==> src/rtl/mem_store_buffer.sv <==
// In-order store buffer between the EX/MEM pipeline register and data memory.
// Latency: a retired store reaches the memory port no earlier than the next cycle; loads pass through combinationally.
// Backpressure: o_stall holds the pipeline on a load/store address conflict, a store into a full buffer, or a fence with entries pending.
//
// Ports:
//   i_clk, i_reset_n          clock, asynchronous active-low reset
//   i_memAddr, i_writeData    byte address and store data from EX/MEM
//   i_ctrlMEM[4:0]            {memRead, memWrite, size[1:0], sign} from EX/MEM
//   i_drainReq                fence/ecall: hold the pipeline until the buffer is empty
//   o_memAddr, o_writeData    data memory address / write data
//   o_ctrlMEM[4:0]            {memRead, memWrite, size[1:0], sign} to data memory
//   o_stall, o_empty          pipeline hold, buffer empty
//   o_stallCycles, o_storesDrained   saturating statistics (only when SB_STATS_EN is defined)
//
// Optional feature macro: SB_STATS_EN adds the two statistics counters and their ports.
module mem_store_buffer #(
    parameter int DEPTH = 4
) (
    input  logic        i_clk,
    input  logic        i_reset_n,
    input  logic [31:0] i_memAddr,
    input  logic [31:0] i_writeData,
    input  logic [4:0]  i_ctrlMEM,
    input  logic        i_drainReq,
    output logic [31:0] o_memAddr,
    output logic [31:0] o_writeData,
    output logic [4:0]  o_ctrlMEM,
    output logic        o_stall,
    output logic        o_empty
`ifdef SB_STATS_EN
    ,
    output logic [31:0] o_stallCycles,
    output logic [31:0] o_storesDrained
`endif
);

    localparam int             PW     = (DEPTH > 1) ? $clog2(DEPTH) : 1;
    localparam logic [PW:0]    C_FULL = (PW + 1)'(DEPTH);

    // Entry storage and queue pointers
    logic [31:0]   r_addr [DEPTH];
    logic [31:0]   r_data [DEPTH];
    logic [1:0]    r_size [DEPTH];
    logic [PW-1:0] r_head;
    logic [PW-1:0] r_tail;
    logic [PW:0]   r_count;

    logic             w_load;
    logic             w_store;
    logic             w_full;
    logic             w_nonEmpty;
    logic [DEPTH-1:0] w_hit;
    logic             w_conflict;
    logic             w_issueLoad;
    logic             w_drain;
    logic             w_enq;

    // A request with both memRead and memWrite set is handled as a load.
    assign w_load     = i_ctrlMEM[4];
    assign w_store    = i_ctrlMEM[3] & ~i_ctrlMEM[4];
    assign w_full     = (r_count == C_FULL);
    assign w_nonEmpty = (r_count != '0);

    // An entry is live when its distance from head (mod DEPTH) is below count;
    // only live entries can cause a word-address conflict.
    always_comb begin
        w_hit = '0;
        for (int i = 0; i < DEPTH; i++) begin
            w_hit[i] = ({1'b0, PW'(i) - r_head} < r_count) &&
                       (r_addr[i][31:2] == i_memAddr[31:2]);
        end
    end

    assign w_conflict  = w_load & (|w_hit);
    assign w_issueLoad = w_load & ~w_conflict;
    assign w_drain     = ~w_issueLoad & w_nonEmpty;

    assign o_stall = w_conflict | (w_store & w_full) | (i_drainReq & w_nonEmpty);
    assign o_empty = ~w_nonEmpty;

    // A stalled store is presented again next cycle, so it is only captured
    // in a cycle that the pipeline actually advances.
    assign w_enq = w_store & ~w_full & ~o_stall;

    // Memory port mux: a non-conflicting load owns the port, otherwise the head drains.
    always_comb begin
        o_memAddr   = '0;
        o_writeData = '0;
        o_ctrlMEM   = '0;
        if (!i_reset_n) begin
            o_ctrlMEM = '0;
        end else if (w_issueLoad) begin
            o_memAddr = i_memAddr;
            o_ctrlMEM = {1'b1, 1'b0, i_ctrlMEM[2:0]};
        end else if (w_drain) begin
            o_memAddr   = r_addr[r_head];
            o_writeData = r_data[r_head];
            o_ctrlMEM   = {1'b0, 1'b1, r_size[r_head], 1'b0};
        end
    end

    always_ff @(posedge i_clk or negedge i_reset_n) begin
        if (!i_reset_n) begin
            r_head  <= '0;
            r_tail  <= '0;
            r_count <= '0;
        end else begin
            if (w_drain) begin
                r_head <= r_head + 1'b1;
            end
            if (w_enq) begin
                r_tail <= r_tail + 1'b1;
            end
            case ({w_enq, w_drain})
                2'b10:   r_count <= r_count + 1'b1;
                2'b01:   r_count <= r_count - 1'b1;
                default: r_count <= r_count;
            endcase
        end
    end

    // Payload needs no reset: validity is defined entirely by head/count.
    always_ff @(posedge i_clk) begin
        if (w_enq) begin
            r_addr[r_tail] <= i_memAddr;
            r_data[r_tail] <= i_writeData;
            r_size[r_tail] <= i_ctrlMEM[2:1];
        end
    end

`ifdef SB_STATS_EN
    logic [31:0] r_stallCycles;
    logic [31:0] r_storesDrained;

    always_ff @(posedge i_clk or negedge i_reset_n) begin
        if (!i_reset_n) begin
            r_stallCycles   <= '0;
            r_storesDrained <= '0;
        end else begin
            if (o_stall && (r_stallCycles != '1)) begin
                r_stallCycles <= r_stallCycles + 1'b1;
            end
            if (w_drain && (r_storesDrained != '1)) begin
                r_storesDrained <= r_storesDrained + 1'b1;
            end
        end
    end

    assign o_stallCycles   = r_stallCycles;
    assign o_storesDrained = r_storesDrained;
`endif

`ifndef SYNTHESIS
    a_noReadWrite: assert property (@(posedge i_clk) disable iff (!i_reset_n)
        !(i_ctrlMEM[4] && i_ctrlMEM[3]));
`endif

endmodule

==> config.mk <==
export PLATFORM = sky130hd
export DESIGN_NAME = mem_store_buffer
export DESIGN_NICKNAME = d
export VERILOG_FILES = /design/src/rtl/mem_store_buffer.sv
export SDC_FILE = /design/constraint.sdc
export NUM_CORES = 1
export LEC_CHECK = 0
export ABC_CLOCK_PERIOD_IN_PS = 9100
export CORE_AREA = 4 4 225 227
export DETAILED_ROUTE_END_ITERATION = 10
export DIE_AREA = 0 0 229 231
export HOLD_SLACK_MARGIN = 0.05
export MAX_ROUTING_LAYER = met4
export PLACE_DENSITY = 0.54
export SYNTH_ARGS = -nofsm -noshare
export SYNTH_HDL_FRONTEND = slang
export SYNTH_SLANG_ARGS = --single-unit
==> constraint.sdc <==
create_clock -name i_clk -period 9.1 [get_ports i_clk]
set_input_delay 0.91 -clock i_clk [delete_from_list [all_inputs] [get_ports i_clk]]
set_output_delay 0.91 -clock i_clk [all_outputs]
set_load 0.005 [all_outputs]
## Word-level counts from Yosys, hierarchy flattened

Memory sizes are Yosys's and may differ from the RTL's.
Index checks and enable logic that the tools add are counted.

- Memories kept: 3
- Logic and storage cells: 60
- Memory bits (writable): 264
- Output and inout bits: 71
- Register bits after elaboration: 7

Memories:

| memory | words | width | read ports | clocked after memory_dff | wr ports | line | RTL |
|---|---|---|---|---|---|---|---|
| r_addr | 4 | 32 | 5 | 0 | 1 | 41 | `logic [31:0] r_addr [DEPTH];` |
| r_data | 4 | 32 | 1 | 0 | 1 | 42 | `logic [31:0] r_data [DEPTH];` |
| r_size | 4 | 2 | 1 | 0 | 1 | 43 | `logic [1:0] r_size [DEPTH];` |

- Multiplexer cells: 12
- Add/subtract/negate cells: 8
- Eq/ne operators: 7
- Bitwise operators: 16
- Reductions and logical operators: 7
- $lt $le $gt $ge: 4

Operators with widths:

| cell | number |
|---|---|
| two-way mux 32 bit | 6 |
| equality test 30 bit | 4 |
| less-than comparator 2 x 3 -> 1 bit | 4 |
| two-way mux 5 bit | 2 |
| AND 1 bit | 8 |
| NOT 1 bit | 6 |
| case mux 3 bit (2 select lines) | 1 |
| adder 2 x 1 -> 2 bit (second input constant) | 2 |
| logical AND 1 bit | 4 |
| two-way mux 4 bit | 1 |
| OR reduction 4 bit | 1 |
| subtractor 1 x 2 -> 2 bit (first input constant) | 2 |
| subtractor 2 bit (first input constant) | 2 |
| adder 3 x 1 -> 3 bit (second input constant) | 1 |
| equality test 3 bit (second input constant) | 1 |
| nonzero test 3 bit | 1 |
| subtractor 3 x 1 -> 3 bit (second input constant) | 1 |
| equality test 2 x 1 -> 1 bit (second input constant) | 1 |
| equality test 2 bit (second input constant) | 1 |
| two-way mux 1 bit | 2 |
| OR 1 bit | 2 |
| nonzero test 2 bit | 1 |

## Longest topological paths before layout

Gate-level depths: netlist (run 1).

- Word-level depth: 12
- Mapped depth: 18
- Gate-level depth less buffers: 14

## Worst setup path after synthesis (run 1)

OpenSTA, ideal clock, no wires.

- Path kind: flip-flop to output port
- Start point: register r_head[0]
- End point: output port o_memAddr[10]
- Cell stages (with the launch flop): 13
- Slack: 5.400 ns
- Arrival time: 2.790 ns
- Cell sequence: dfrtp_1 > buf_2 > buf_2 > buf_2 > xor2_1 > ha_1 > inv_1 > o2111ai_1 > a2111oi_1 > nor4_2 > nand2_4 > buf_6 > mux2i_1

- Cells in the longest elaborated chain, start to end: 12

RTL lines:

| item | line | RTL |
|---|---|---|
| from (decl) | 44 | `logic [PW-1:0] r_head;` |
| from (signal assigned) | 109 | `r_head <= r_head + 1'b1;` |
| subtractor 1 x 2 -> 2 bit / subtractor 2 bit (equally long branches) | 69 | `w_hit[i] = ({1'b0, PW'(i) - r_head} < r_count) &&` |
| less-than comparator 2 x 3 -> 1 bit | 69 |  |
| logical AND 1 bit | 69 |  |
| OR reduction 4 bit | 74 | `assign w_conflict = w_load & (\|w_hit);` |
| AND 1 bit | 74 |  |
| NOT 1 bit | 75 | `assign w_issueLoad = w_load & ~w_conflict;` |
| AND 1 bit | 75 |  |
| NOT 1 bit | 76 | `assign w_drain = ~w_issueLoad & w_nonEmpty;` |
| AND 1 bit | 76 |  |
| two-way mux 32 bit | 95 | `end else if (w_drain) begin` |
| two-way mux 32 bit (*) | 92 | `end else if (w_issueLoad) begin` |
| two-way mux 32 bit (*) | 90 | `if (!i_reset_n) begin` |
| to (decl) | 25 | `output logic [31:0] o_memAddr,` |

Mark *: on every way between the ends. The rest lies on a longest branch, timed or not.

## Worst setup path after layout (run 1)

- Start point: register r_head[0]
- End point: output port o_memAddr[31]

The elaborated chain is that of the path after synthesis.

==> flow_metrics.py, run 1 <==
metrics = {
    "run_status": {
        "status": "complete, no violations",
    },
    "clock_network": {
        "clkLatencyLatePin_ns": 0.56,
        "ctsResizeCount": 0,
        "clock_sinks": 271,
        "clockBufferDepth": 3,
        "cts_buffers": 31,
        "htreeDepth": 1,
        "clockRootBuffer": "clkbuf_16",
        "clkTransAtPathRegs_ns": 0.06,
        "post_cts_buffers": 0,
        "cts_tree": "done",
        "cts_hold_buf": 0,
    },
    "finish": {
        "nFillCells": 4800,
        "areaGrowthSynthToFinish_pct": 22.30,
        "final_area_sq_mm": 0.01538,
        "drive_gt1_frac": 0.1435,
        "final_nets": 960,
    },
    "yosys": {
        "synth.avg_cell_area_sq_um": 16.56,
        "syn_nets": 841,
        "synth_compound_area_frac": 0.01164,
        "synth_area_sq_mm": 0.01257,
        "synth_area_leader_cell": "edfxtp_1",
        "synthTopCellsByCount": "264 x edfxtp_1, 111 x xor2_1, 70 x nand2_1",
        "ys_seq_elements": 271,
        "ys_async_sr_fraction": 0.02583,
        "synth-main-ff-cell": "edfxtp_1",
        "syn_inst": 759,
        "yosys_warnings": 0,
        "synth-simple-area-share": 0.06091,
        "muxShareOfSynthArea": 0.1453,
        "synth_edf_count": 264,
        "synth_most_common_cell": "edfxtp_1",
        "synth_xor_area_frac": 0.08848,
        "yosys-top-cells-area": "edfxtp_1 63%, mux4_2 12%, xor2_1 7.7%",
        "ys_types": 33,
        "synth_top_family_by_area": "multiplexers",
        "synth.top_cell.area_share": 0.6306,
        "ys_seq_area_frac": 0.6445,
        "synthAdderAreaFrac": 0.01055,
    },
    "power_and_ir_drop": {
        "powerDensity_mw_per_mm2": 245.6,
        "finalPower_mw": 3.776,
        "ir_worst_vdd_uv": 161.1,
        "p_leak_nw": 5.189,
    },
    "critical_path": {
        "worst_setup_path_end_kind": "output pin",
        "r2r-start": "r_head[0]",
        "arrival_ns": 5.50,
        "worstRegToRegCells": 12,
        "critPathLaunchType": "flip-flop",
        "crit_fanout": 48,
        "required_ns": 8.19,
        "r2r_slack_ns": 4.52,
        "r2r-end": "r_count[2]",
        "path_class": "flip-flop to output pin",
    },
    "floorplan": {
        "initial_utilization": 0.2584,
        "dieWidth_microns": 229,
        "dieArea_sq_mm": 0.05290,
        "fp.dieH_microns": 231,
        "ios": 143,
        "rows": 81,
        "core-area_sq_mm": 0.04865,
    },
    "sta": {
        "fin_crit_sh": 0.7044,
        "skew_ns": 0.007328,
        "tightest_slew_ns": 1.064,
        "slew_headroom": 0.2909,
        "maxSlewViolCount": 0,
        "fin_crit_ns": 6.410,
        "rsz0062_at_grt": "no",
        "hold_viol": 0,
        "final.setup.tns_ns": 0,
        "fmax_mhz": 156.0,
        "setup_viol": 0,
    },
    "hold_path": {
        "worst_hold_startpoint": "r_count[1]",
        "whs_endpoint": "r_count[1]",
        "hold-path-cell-count": 2,
        "hold_class": "flip-flop to flip-flop",
    },
    "flow_run": {
        "cap_violations": 0,
    },
    "global_route": {
        "grt_max_degree": 76,
        "grt_use_total": 0.1253,
        "grt_pass1_wl_microns": 48680,
        "grt_remaining_overflow": 0,
        "first_global_vias": 7327,
        "antenna_found_initial": 3,
    },
    "detailed_routing": {
        "vias": 6869,
        "avgRoutedWirePerCell_microns": 21.61,
        "route.met3.wl_microns": 2051,
        "viasPerCell": 4.507,
        "met2_wirelength_microns": 14980,
        "totalWireLength_microns": 32940,
        "wirelength_met1_microns": 15040,
        "highest_layer": "met4",
        "antenna_left": 0,
        "drt_pre_antenna_iters": 8,
        "drtIter0Drc": 423,
        "drc_errors": 0,
    },
    "place": {
        "port_buffers": 142,
        "gp_congestion": 0.7821,
        "placed_cell_area_sq_mm": 0.01443,
        "hpwl_microns": 20670,
    },
}
==> cells by family (layout without fill, tap and decap cells) <==
kind of cell | Yosys count | in the layout
buffers and inverters | 82 | 222
and+or+nand+nor | 152 | 152
muxes | 100 | 100
AOI/OAI and AO/OA | 17 | 17
adders and majority gates | 10 | 10
other | 0 | 3
DFF | 271 | 271
xor gates and xnor gates | 127 | 127
==> cell type report <==
cell class	instances	area (sq um)	share of cell area
clock inverter	17	141.4	0.009195
clock buffer	37	798.3	0.05192
sequential	271	8110	0.5275
inverter	18	67.56	0.004394
antenna	3	7.507	0.0004882
tap	622	778.2	0.05061
multi-input combinational	406	3996	0.2599
timing repair buffer	150	1476	0.09602
==> cell usage in the layout (no fill, tap or decap), drive strengths merged, types with 2 or more instances in the layout <==
cell type / Yosys / layout
nor4: 25 / 25
xor2: 111 / 111
and2: 5 / 5
nand3: 4 / 4
ha: 9 / 9
nor2: 4 / 4
nand4: 4 / 4
nand2: 71 / 71
mux4: 66 / 66
o21ai: 3 / 3
and3: 33 / 33
dfrtp: 7 / 7
mux2i: 34 / 34
clkdlybuf4s50: 0 / 141
buf: 43 / 9
edfxtp: 264 / 264
a2111oi: 4 / 4
o2111ai: 4 / 4
diode: 0 / 3
clkinv: 0 / 13
inv: 18 / 19
nor3: 5 / 5
a21oi: 3 / 3
clkbuf: 21 / 37
xnor2: 16 / 16
bufinv: 0 / 2
==> worst max-delay path by stage <==
stage,from,to,slack (ns),depth (start not counted)
CTS,r_head[0],o_memAddr[31],2.50,8
finish,r_head[0],o_memAddr[31],2.69,8
global route,r_head[0],o_memAddr[31],2.26,8
global placement,i_memAddr[19],o_memAddr[31],3.19,9
floorplan,r_head[0],o_memAddr[10],5.40,12
detailed placement,i_memAddr[15],o_memAddr[31],3.16,9
==> registers in the layout, summed over array words and instances, names as in the netlist <==
| register | cells |
|---|---|
| r_head | 2 |
| r_size | 8 |
| r_data | 128 |
| r_addr | 128 |
| r_count | 3 |
| r_tail | 2 |
==> stage by stage <==
stage	hold slack, ns	instances	util	worst slack (ns)
floorplan	0.4848	759	-	5.400
global placement	0.5166	1467	0.2966	3.189
detailed placement	0.5218	1467	0.2966	3.164
CTS	0.5370	1521	0.3159	2.496
global route	0.5744	1524	0.3161	2.260
finish	0.5298	1524	0.3161	2.690
==> per-layer routing <==
layer  vias to the layer above  global-route usage
met1                      3502              0.1683
met2                       194              0.1905
li1                       3112                   -
met4                         0             0.03043
met3                        61             0.03344
met5                         -                   -
==> where the power goes <==
| group | total (mW) | leakage [nW] | internal (mW) | switching [mW] |
|---|---|---|---|---|
| Sequential | 1.57 | 2.46 | 1.48 | 0.0948 |
| Combinational | 1.03 | 2.26 | 0.526 | 0.505 |
| Clock | 1.17 | 0.459 | 0.677 | 0.493 |
| Total | 3.78 | 5.19 | 2.68 | 1.09 |
==> critical path, stage by stage (launching register included) <==
cell and delay (ns):
dfrtp_4 0.72, buf_4 0.89, inv_1 0.21, a21oi_1 0.35, a2111oi_1 0.16, nor4_2 0.72
nand2_4 0.62, mux2i_1 0.59, clkdlybuf4s50_1 0.60
(Power assumes the default switching activity.)
==> run 2, diff against run 1 <==
- ABC_CLOCK_PERIOD_IN_PS: 9100 -> 6500
- clock period: 9.1 -> 6.5 ns (I/O delays scaled with it)
==> flow_metrics.py, run 2 (synthesis gave the netlist of run 1 again) <==
metrics = {
    "detailed_routing": {
        "drt_pre_antenna_iters": 5,
        "vias": 6868,
        "drc_errors": 0,
        "totalWireLength_microns": 33170,
        "viasPerCell": 4.498,
        "antenna_left": 0,
        "drtIter0Drc": 448,
        "avgRoutedWirePerCell_microns": 21.72,
    },
    "clock_network": {
        "clkLatencyLatePin_ns": 0.56,
        "cts_tree": "done",
        "post_cts_buffers": 0,
        "clkTransAtPathRegs_ns": 0.06,
        "clockRootBuffer": "clkbuf_16",
        "htreeDepth": 1,
        "clock_sinks": 271,
        "cts_buffers": 30,
        "clockBufferDepth": 3,
        "cts_hold_buf": 0,
        "ctsResizeCount": 0,
    },
    "power_and_ir_drop": {
        "p_leak_nw": 5.238,
        "ir_worst_vdd_uv": 193.5,
        "powerDensity_mw_per_mm2": 352.5,
        "finalPower_mw": 5.458,
    },
    "sta": {
        "fmax_mhz": 184.5,
        "tightest_slew_ns": 0.9455,
        "skew_ns": 0.007659,
        "fin_crit_sh": 0.8340,
        "setup_ws_ns": 1.079,
        "fin_crit_ns": 5.421,
        "setup_viol": 0,
        "hold_viol": 0,
        "final.setup.tns_ns": 0,
        "maxSlewViolCount": 0,
        "rsz0062_at_grt": "no",
        "slew_headroom": 0.3697,
    },
    "critical_path": {
        "critPathLaunchType": "flip-flop",
        "crit_fanout": 42,
        "arrival_ns": 4.77,
        "path_cells": "xor2_1 > ha_1 > inv_1 > o2111ai_1 > a2111oi_1 > nor4_2 > nand2_4 > mux2i_1 > clkdlybuf4s50_1",
        "cp_slowest_cell": "dfrtp_4",
        "required_ns": 5.85,
        "worst_setup_path_end_kind": "output pin",
        "crit_path_max_incr_delay_ns": 1.05,
        "path_class": "flip-flop to output pin",
    },
    "finish": {
        "reg.largest.list": "r_addr x128, r_data x128, r_size x8",
        "drive_gt1_frac": 0.1454,
        "areaGrowthSynthToFinish_pct": 23.16,
        "final_cell_mix": "264 x edfxtp_1, 141 x clkdlybuf4s50_1, 111 x xor2_1",
        "final_common_cell": "edfxtp_1",
        "final_nets": 960,
    },
    "flow_run": {
        "cap_violations": 0,
    },
    "global_route": {
        "antenna_found_initial": 3,
        "grt_remaining_overflow": 0,
        "grt_use_total": 0.1255,
        "grt_pass1_wl_microns": 48790,
        "first_global_vias": 7250,
        "grt_max_degree": 75,
    },
    "place": {
        "gp_congestion": 0.7834,
        "hpwl_microns": 21120,
        "port_buffers": 142,
        "dpl_worst_slack_ns": 1.323,
    },
    "floorplan": {
        "initial_utilization": 0.2584,
        "dieArea_sq_mm": 0.05290,
        "core-area_sq_mm": 0.04865,
        "ios": 143,
        "dieWidth_microns": 229,
        "fp.dieH_microns": 231,
        "rows": 81,
    },
    "run_status": {
        "status": "complete, no violations",
    },
    "hold_path": {
        "hold_class": "primary input to asynchronous set/reset pin",
    },
}
run 2: area by class of cell:
type | instances | area (sq um)
fill | 4831 | 33160
sequential | 271 | 8110
multi-input combinational | 406 | 3996
timing repair buffer | 151 | 1484
clock buffer | 36 | 794.5
tap | 622 | 778.2
clock inverter | 19 | 242.7
inverter | 18 | 67.56
antenna | 4 | 10.01
run 2: worst max-delay path, delay by kind of cell (launching register included):
family          cells  cell delay [ns]
buf+inv             2             0.58
simple gates        2             1.41
fa+ha+maj           1             0.20
xor+xnor            1             0.26
compound gates      2             0.31
mux                 1             0.36
flops               1             1.05
run 2: metal layers:
| metal | vias up | global-route usage | part of all wire |
|---|---|---|---|
| met5 | - | - | 0 |
| met4 | 0 | 0.02796 | 0.018 |
| met3 | 43 | 0.03097 | 0.063 |
| met2 | 205 | 0.1898 | 0.46 |
| met1 | 3494 | 0.1719 | 0.46 |
| li1 | 3126 | - | - |
run 2: final timing paths:
path | startpoint | to | slack [ns] | cells after the start
worst max-delay path | r_head[0] | o_memAddr[9] | 1.08 | 9
worst min-delay path | i_reset_n | r_head[0] | 0.32 | 2
worst max register to register | r_head[0] | r_count[2] | 2.39 | 14
worst min register to register | r_count[1] | r_count[1] | 0.55 | 2
max in group asynchronous | i_reset_n | r_head[1] | 5.52 | 2
min in group i_clk | r_count[1] | r_count[1] | 0.55 | 2
run 2: power breakdown:
| group | switching (mW) | total, mW | internal (mW) |
|---|---|---|---|
| Combinational | 0.671 | 1.41 | 0.740 |
| Sequential | 0.178 | 2.25 | 2.07 |
| Clock | 0.696 | 1.80 | 1.10 |
run 2: through the flow:
| step | cell area (sq um) | hold WS (ns) | instances | util |
|---|---|---|---|---|
| after floorplan | 12570 | 0.3544 | 759 | - |
| after global placement | 14440 | 0.5199 | 1468 | 0.2968 |
| after detailed placement | 14440 | 0.5372 | 1468 | 0.2968 |
| after CTS | 15470 | 0.3336 | 1523 | 0.3181 |
| after global routing | 15480 | 0.3450 | 1526 | 0.3182 |
| final | 15480 | 0.3217 | 1527 | 0.3183 |
